--- src/rtl/ppu_pkg.sv ---
// Shared encodings, default raster timing and transfer FSM states for the
// pixel processing unit and its controller.
package ppu_pkg;

  localparam logic [2:0] MODE_PASS    = 3'd0;
  localparam logic [2:0] MODE_XORMOD  = 3'd1;
  localparam logic [2:0] MODE_STRIPES = 3'd2;
  localparam logic [2:0] MODE_RANDOM  = 3'd3;
  localparam logic [2:0] MODE_DIAG    = 3'd4;
  localparam logic [2:0] MODE_SHADOW  = 3'd5;

  localparam int DEF_H_TOTAL = 800;
  localparam int DEF_V_TOTAL = 525;

  typedef enum logic [1:0] {
    XFER_IDLE = 2'd0,
    XFER_STB  = 2'd1,
    XFER_WAIT = 2'd2
  } xfer_state_t;

  // Auto-rotation order XORMOD..SHADOW; anything outside that range restarts at XORMOD.
  function automatic logic [2:0] next_auto_mode(input logic [2:0] m);
    if (m >= MODE_XORMOD && m < MODE_SHADOW) return m + 3'd1;
    return MODE_XORMOD;
  endfunction

endpackage

--- src/rtl/ppu_rr_arb2.sv ---
// Two-way round-robin arbiter; the pointer moves to the other side only when
// a served transfer completes.
module ppu_rr_arb2 (
  input  logic clk,
  input  logic rst,
  input  logic req_a,
  input  logic req_b,
  input  logic done,
  input  logic done_b,
  output logic any_req,
  output logic win_b
);

  logic ptr_b_q;
  logic ptr_b_d;

  always_comb begin
    ptr_b_d = ptr_b_q;
    if (done) ptr_b_d = ~done_b;
  end

  always_ff @(posedge clk or negedge rst) begin
    if (!rst) ptr_b_q <= 1'b0;
    else      ptr_b_q <= ptr_b_d;
  end

  assign any_req = req_a | req_b;
  assign win_b   = req_b & (~req_a | ptr_b_q);

endmodule

--- src/rtl/ppu_ctrl.sv ---
// Sync/mode sequencer and byte feeder for the ppu. Optional automatic mode
// rotation is built when PPU_CTRL_AUTOCYCLE_EN is defined.
module ppu_ctrl
  import ppu_pkg::*;
#(
  parameter int H_TOTAL     = DEF_H_TOTAL,
  parameter int V_TOTAL     = DEF_V_TOTAL,
  parameter int ACK_TIMEOUT = 15,
  parameter int HOLD_FRAMES = 60
) (
  input  logic       clk,
  input  logic       rst,
  input  logic       en,
  input  logic       auto_en,
  input  logic [2:0] mode_req,
  input  logic       mode_req_vld,
  input  logic       a_req,
  input  logic [7:0] a_data,
  output logic       a_gnt,
  input  logic       b_req,
  input  logic [7:0] b_data,
  output logic       b_gnt,
  output logic [7:0] ppu_data,
  output logic       ppu_stb,
  input  logic       ppu_ack,
  output logic       sync_o,
  output logic [2:0] mode_o,
  output logic       frame_start_o,
  output logic       err_o
);

  localparam int HW = (H_TOTAL > 1) ? $clog2(H_TOTAL) : 1;
  localparam int VW = (V_TOTAL > 1) ? $clog2(V_TOTAL) : 1;
  localparam int TW = $clog2(ACK_TIMEOUT + 1);
  localparam logic [HW-1:0] H_LAST  = HW'(H_TOTAL - 1);
  localparam logic [VW-1:0] V_LAST  = VW'(V_TOTAL - 1);
  localparam logic [TW-1:0] T_LIMIT = TW'(ACK_TIMEOUT);

  logic          sync_q, sync_d;
  logic [HW-1:0] h_q, h_d;
  logic [VW-1:0] v_q, v_d;
  logic          frame_start_q, frame_start_d;
  logic [2:0]    mode_q, mode_d;
  logic [2:0]    pend_q, pend_d;
  logic          pend_vld_q, pend_vld_d;
  logic          err_q, err_d;
  xfer_state_t   state_q, state_d;
  logic [TW-1:0] tmr_q, tmr_d;
  logic          sel_b_q, sel_b_d;
  logic [7:0]    ppu_data_q, ppu_data_d;
  logic          ppu_stb_q, ppu_stb_d;
  logic          a_gnt_q, a_gnt_d;
  logic          b_gnt_q, b_gnt_d;
  logic          wrap;
  logic          auto_step;
  logic          done;
  logic          timeout;
  logic          any_req;
  logic          win_b;

  // Raster mirror: held at 0 while sync is asserted, exactly like the ppu's sx/sy.
  always_comb begin
    sync_d = ~en;
    h_d    = h_q;
    v_d    = v_q;
    if (sync_q) begin
      h_d = '0;
      v_d = '0;
    end else if (h_q == H_LAST) begin
      h_d = '0;
      v_d = (v_q == V_LAST) ? '0 : v_q + 1'b1;
    end else begin
      h_d = h_q + 1'b1;
    end
  end

  assign wrap          = ~sync_q & (h_q == H_LAST) & (v_q == V_LAST);
  assign frame_start_d = wrap;

`ifdef PPU_CTRL_AUTOCYCLE_EN
  localparam int FW = $clog2(HOLD_FRAMES + 1);
  localparam logic [FW-1:0] HOLD_LAST = FW'(HOLD_FRAMES - 1);
  localparam logic [FW-1:0] HOLD_MAX  = FW'(HOLD_FRAMES);

  logic [FW-1:0] fcnt_q, fcnt_d;

  // The counter saturates so a late auto_en still steps at the next wrap.
  always_comb begin
    auto_step = wrap & auto_en & ~pend_vld_q & ~mode_req_vld & (fcnt_q >= HOLD_LAST);
    fcnt_d    = fcnt_q;
    if (mode_req_vld || (wrap && pend_vld_q) || auto_step) fcnt_d = '0;
    else if (wrap && fcnt_q != HOLD_MAX)                   fcnt_d = fcnt_q + 1'b1;
  end

  always_ff @(posedge clk or negedge rst) begin
    if (!rst) fcnt_q <= '0;
    else      fcnt_q <= fcnt_d;
  end
`else
  logic unused_cfg;
  assign unused_cfg = auto_en & (HOLD_FRAMES > 0);
  assign auto_step  = 1'b0;
`endif

  // Requests land on a frame boundary unless the raster is stopped or already wrapping.
  always_comb begin
    mode_d     = mode_q;
    pend_d     = pend_q;
    pend_vld_d = pend_vld_q;
    if (mode_req_vld && (wrap || !en)) begin
      mode_d     = mode_req;
      pend_vld_d = 1'b0;
    end else begin
      if (wrap && pend_vld_q) begin
        mode_d     = pend_q;
        pend_vld_d = 1'b0;
      end else if (auto_step) begin
        mode_d = next_auto_mode(mode_q);
      end
      if (mode_req_vld) begin
        pend_d     = mode_req;
        pend_vld_d = 1'b1;
      end
    end
  end

  ppu_rr_arb2 u_arb (
    .clk     (clk),
    .rst     (rst),
    .req_a   (a_req),
    .req_b   (b_req),
    .done    (done),
    .done_b  (sel_b_q),
    .any_req (any_req),
    .win_b   (win_b)
  );

  // Handshake: a requester holds req and data until its one-cycle gnt; ppu_stb
  // is a one-cycle strobe answered by ppu_ack, waited on for ACK_TIMEOUT cycles.
  always_comb begin
    state_d    = state_q;
    tmr_d      = tmr_q;
    sel_b_d    = sel_b_q;
    ppu_data_d = ppu_data_q;
    ppu_stb_d  = 1'b0;
    a_gnt_d    = 1'b0;
    b_gnt_d    = 1'b0;
    done       = 1'b0;
    timeout    = 1'b0;
    case (state_q)
      XFER_IDLE: begin
        if (en && any_req) begin
          sel_b_d    = win_b;
          ppu_data_d = win_b ? b_data : a_data;
          ppu_stb_d  = 1'b1;
          a_gnt_d    = ~win_b;
          b_gnt_d    = win_b;
          state_d    = XFER_STB;
        end
      end
      XFER_STB: begin
        tmr_d   = '0;
        state_d = XFER_WAIT;
      end
      XFER_WAIT: begin
        tmr_d = tmr_q + 1'b1;
        if (ppu_ack) begin
          done    = 1'b1;
          state_d = XFER_IDLE;
        end else if (tmr_d == T_LIMIT) begin
          timeout = 1'b1;
          state_d = XFER_IDLE;
        end
      end
      default: state_d = XFER_IDLE;
    endcase
  end

  assign err_d = timeout | (err_q & en);

  always_ff @(posedge clk or negedge rst) begin
    if (!rst) begin
      sync_q        <= 1'b1;
      h_q           <= '0;
      v_q           <= '0;
      frame_start_q <= 1'b0;
      mode_q        <= MODE_PASS;
      pend_q        <= MODE_PASS;
      pend_vld_q    <= 1'b0;
      err_q         <= 1'b0;
      state_q       <= XFER_IDLE;
      tmr_q         <= '0;
      sel_b_q       <= 1'b0;
      ppu_data_q    <= '0;
      ppu_stb_q     <= 1'b0;
      a_gnt_q       <= 1'b0;
      b_gnt_q       <= 1'b0;
    end else begin
      sync_q        <= sync_d;
      h_q           <= h_d;
      v_q           <= v_d;
      frame_start_q <= frame_start_d;
      mode_q        <= mode_d;
      pend_q        <= pend_d;
      pend_vld_q    <= pend_vld_d;
      err_q         <= err_d;
      state_q       <= state_d;
      tmr_q         <= tmr_d;
      sel_b_q       <= sel_b_d;
      ppu_data_q    <= ppu_data_d;
      ppu_stb_q     <= ppu_stb_d;
      a_gnt_q       <= a_gnt_d;
      b_gnt_q       <= b_gnt_d;
    end
  end

  assign sync_o        = sync_q;
  assign mode_o        = mode_q;
  assign frame_start_o = frame_start_q;
  assign err_o         = err_q;
  assign ppu_data      = ppu_data_q;
  assign ppu_stb       = ppu_stb_q;
  assign a_gnt         = a_gnt_q;
  assign b_gnt         = b_gnt_q;

endmodule
--- config.mk ---
export PLATFORM = sky130hd
export DESIGN_NAME = ppu_ctrl
export DESIGN_NICKNAME = d
export VERILOG_FILES = /design/src/rtl/ppu_pkg.sv /design/src/rtl/ppu_rr_arb2.sv /design/src/rtl/ppu_ctrl.sv
export SDC_FILE = /design/constraint.sdc
export NUM_CORES = 1
export LEC_CHECK = 0
export CORE_UTILIZATION = 30
export DETAILED_ROUTE_END_ITERATION = 6
export SETUP_SLACK_MARGIN = 0.3
export SYNTH_ARGS = -nofsm -noshare
export SYNTH_HDL_FRONTEND = slang
export SYNTH_SLANG_ARGS = --single-unit
--- constraint.sdc ---
create_clock -name clk -period 3.8 [get_ports clk]
set_clock_uncertainty 0.05 [all_clocks]
set_input_delay 0.38 -clock clk [delete_from_list [all_inputs] [get_ports clk]]
set_output_delay 0.38 -clock clk [all_outputs]
set_load 0.05 [all_outputs]
==> run summary <==
### Run status
* outcome: finished clean

### Synth
* basic-gate share of the synthesized area counting and, or, nand and nor cells: 0.1804
* fraction of the yosys area taken by sequential cells: 0.5174
* syn nets: 267
* XOR/XNOR Fraction of Synth Area: 0.03692
* share of the synthesized area in the top cell type: 0.5063
* Cell Area, Synth: 2372 um2
* YS warnings: 0
* mean instance size in the synthesized netlist: 10.23 um2
* Top FF cell, synth: sky130_fd_sc_hd__dfrtp_1
* fraction of synthesized area in multiplexers: 0.08492
* dominant combinational cell family by area after synthesis: simple AND/OR/NAND/NOR gates
* Cell variety after synth: 41
* share of synthesized registers carrying an async set or reset: 1.000
* compound-cell area share of the yosys netlist: 0.1081
* fraction of the mapped netlist area in adder cells: 0.04219
* top cells by area in the synthesized netlist: sky130_fd_sc_hd__dfrtp_1 51%, sky130_fd_sc_hd__mux2_2 4.3%, sky130_fd_sc_hd__ha_1 4.2%
* most area-hungry cell type in the Yosys netlist: sky130_fd_sc_hd__dfrtp_1
* total of flip-flops plus latches after synthesis: 49
* gate count after technology mapping: 232
* Post-synth EDFFs: 0

### Critical path
* worst-path fanout max: 5
* crit path DAT: 2.29 ns
* count of cells along the worst register-to-register path: 6
* cell chain of the critical path: ha_1 -> and4_1 -> and2b_1 -> and3_1 -> nor2_1 -> mux2_2
* CP peak stage delay: 0.42 ns
* data required time at the worst endpoint: 3.93 ns
* critical path type: reg -> reg
* startpoint types: flip-flop
* end of the worst register-to-register path: pend_q[1]
* critical path endpoint category: flip-flop
* cell type of the slowest stage on the worst timing path: sky130_fd_sc_hd__dfrtp_1
* r2r startpoint: h_q[0]
* worst-case register-to-register setup slack: 1.64 ns

### Routing
* routed vias/inst: 4.689
* final WL: 4539 um
* residual antenna-violating net count after detailed routing: 0
* DRC violations left: 0
* vias after detailed routing: 1782
* routed wire length per instance: 11.94 um
* initial detailed-routing violation count: 93
* drt pass-1 iters: 4

### Power
* VDD IR max: 0.2932 mV
* Leak: 0.001328 uW
* PwrDens: 520.3 nW/um2

### Layout
* area used by multi-input combinational logic: 1074 um2
* n_diodes: 0
* fraction of final layout cells with drive strength greater than 1: 0.07914
* most common library cell in the layout ignoring fill and taps: sky130_fd_sc_hd__dfrtp_1
* area taken by flip-flops and latches: 1227 um2
* most frequent cells in the layout: 48 x sky130_fd_sc_hd__dfrtp_1, 41 x sky130_fd_sc_hd__clkdlybuf4s50_1, 26 x sky130_fd_sc_hd__nand2_1
* Synth-to-Final Area Change: 26.79%
* layout net count: 313
* total of fill cells in the finished design: 779

### Floorplan
* die area: 8267 um2
* initial core utilization: 0.3086
* floorplan row count: 32
* Die Y: 90.93 um
* Die X-Extent: 90.93 um
* Floorplan Core Area: 7687 um2
* top-level port count: 44

### Clock tree
* H-tree depth: 2
* sinks on the clock net: 49
* clock-pin transition on the worst setup and hold timing paths: 0.09 ns
* worst-skew pair later-pin latency: 0.30 ns
* Setup Fix Bufs, Post-CTS: 0
* clock tree from TritonCTS: done
* CTS buffer count: 5
* deepest clock path buffer count: 2
* cts repair resizes: 0
* root buffer cell: sky130_fd_sc_hd__clkbuf_8
* CTS Hold Buffers Added: 0

### STA
* number of max-slew violations in the final report: 0
* share of the clock period used by the worst path after layout: 0.5684
* unrepaired setup endpoints after global routing: false
* headroom to the max-slew limit: 0.5819
* maximum operating frequency: 0.4630 GHz
* Setup Viol. Count Final: 0
* Final TNS setup: 0 ns
* min cycle time layout: 2.160 ns
* Post-Route Hold Slack: 0.1173 ns
* final count of hold timing violations: 0
* Slew @ Worst Pin: 0.6271 ns

### Placed design
* HPWL after detailed placement: 3313 um
* number of port buffers: 42
* global placer's final weighted congestion: 0.7428

### GRT
* combined global-route utilization of all metal layers: 0.1222
* largest net degree at the start of global routing: 50
* via count of the first global-routing pass: 1796
* total congestion overflow after global routing: 0
* global-route wire length before repair: 8176 um
* number of antenna violations at the first check in global routing: 0

### Job
* number of max-capacitance violations reported: 0

### Hold path
* class of the most critical hold timing path: in -> async

## final cells by class
cell class	instances	area share
clock buffer	5	0.02288
clock inverter	2	0.01165
inverter	12	0.01498
multi-input combinational	166	0.3569
sequential	49	0.4081
tap	102	0.04243
timing repair buffer	44	0.1431
## metal layers
layer	vias up	track usage	part of all wire
met1	838	0.1624	0.49
met5	-	0	0
met2	43	0.1837	0.43
met3	4	0.05303	0.073
li1	897	-	-
met4	0	0.02778	0.0044
## Yosys cell counts, types with 2 or more instances
cell type	count
sky130_fd_sc_hd__and3_1	4
sky130_fd_sc_hd__mux2_2	9
sky130_fd_sc_hd__nand4_1	3
sky130_fd_sc_hd__a21oi_1	8
sky130_fd_sc_hd__nor2_1	20
sky130_fd_sc_hd__nand4bb_1	2
sky130_fd_sc_hd__a21o_1	3
sky130_fd_sc_hd__ha_1	8
sky130_fd_sc_hd__clkbuf_1	3
sky130_fd_sc_hd__xnor2_1	3
sky130_fd_sc_hd__a31oi_1	5
sky130_fd_sc_hd__nand2b_1	5
sky130_fd_sc_hd__nor3_1	2
sky130_fd_sc_hd__nand2_1	26
sky130_fd_sc_hd__dfrtp_1	48
sky130_fd_sc_hd__mux2i_1	10
sky130_fd_sc_hd__inv_1	12
sky130_fd_sc_hd__or3_1	3
sky130_fd_sc_hd__xor2_1	7
sky130_fd_sc_hd__o21ai_0	19
sky130_fd_sc_hd__nand3_1	12
## stage by stage
step	std cells	total power [uW]	worst slack, ns	utilization	instance area [um2]
2_1_floorplan	232	1023	1.863	-	2372
3_3_place_gp	373	1210	1.657	0.3778	2904
3_5_place_dp	373	1219	1.636	0.3778	2904
4_1_cts	380	1587	1.607	0.3913	3008
5_1_grt	380	1665	1.443	0.3913	3008
6_report	380	1565	1.640	0.3913	3008
## cell families after synthesis
kind of cell | count (synthesis)
buffers and inverters | 17
adders and majority gates | 8
DFF | 49
xor gates and xnor gates | 10
AOI/OAI and AO/OA | 43
and+or+nand+nor | 86
muxes | 19
## flip-flops by register name, summed over array words and instances, names as in the netlist
| signal | cells |
|---|---|
| a_gnt | 1 |
| b_gnt | 1 |
| err_o | 1 |
| frame_start_o | 1 |
| h_q | 10 |
| mode_o | 3 |
| pend_q | 3 |
| pend_vld_q | 1 |
| ppu_data | 8 |
| ppu_stb | 1 |
| sel_b_q | 1 |
| state_q | 2 |
| sync_o | 1 |
| tmr_q | 4 |
| u_arb.ptr_b_q | 1 |
| v_q | 10 |
## how the worst max path moves through the flow
stage,from,end
floorplan,h_q[0],pend_q[0]
global placement,h_q[0],pend_q[0]
detailed placement,h_q[0],pend_q[1]
CTS,h_q[0],pend_q[1]
global route,v_q[0],mode_o[1]
finish,h_q[0],pend_q[1]
## critical path: cells and delay by family, from the launching register on
family	cells	cell delay (ns)
adder cells (fa/ha/maj)	1	0.25
flip-flops	1	0.42
AND/OR/NAND/NOR	4	0.95
multiplexers	1	0.37
## where the power goes
part,internal [uW],switching (uW),total (uW)
clock,192,171,363
combinational,201,339,540
sequential,607,54.8,662
total,1000,565,1560
(Power assumes the default switching activity.)
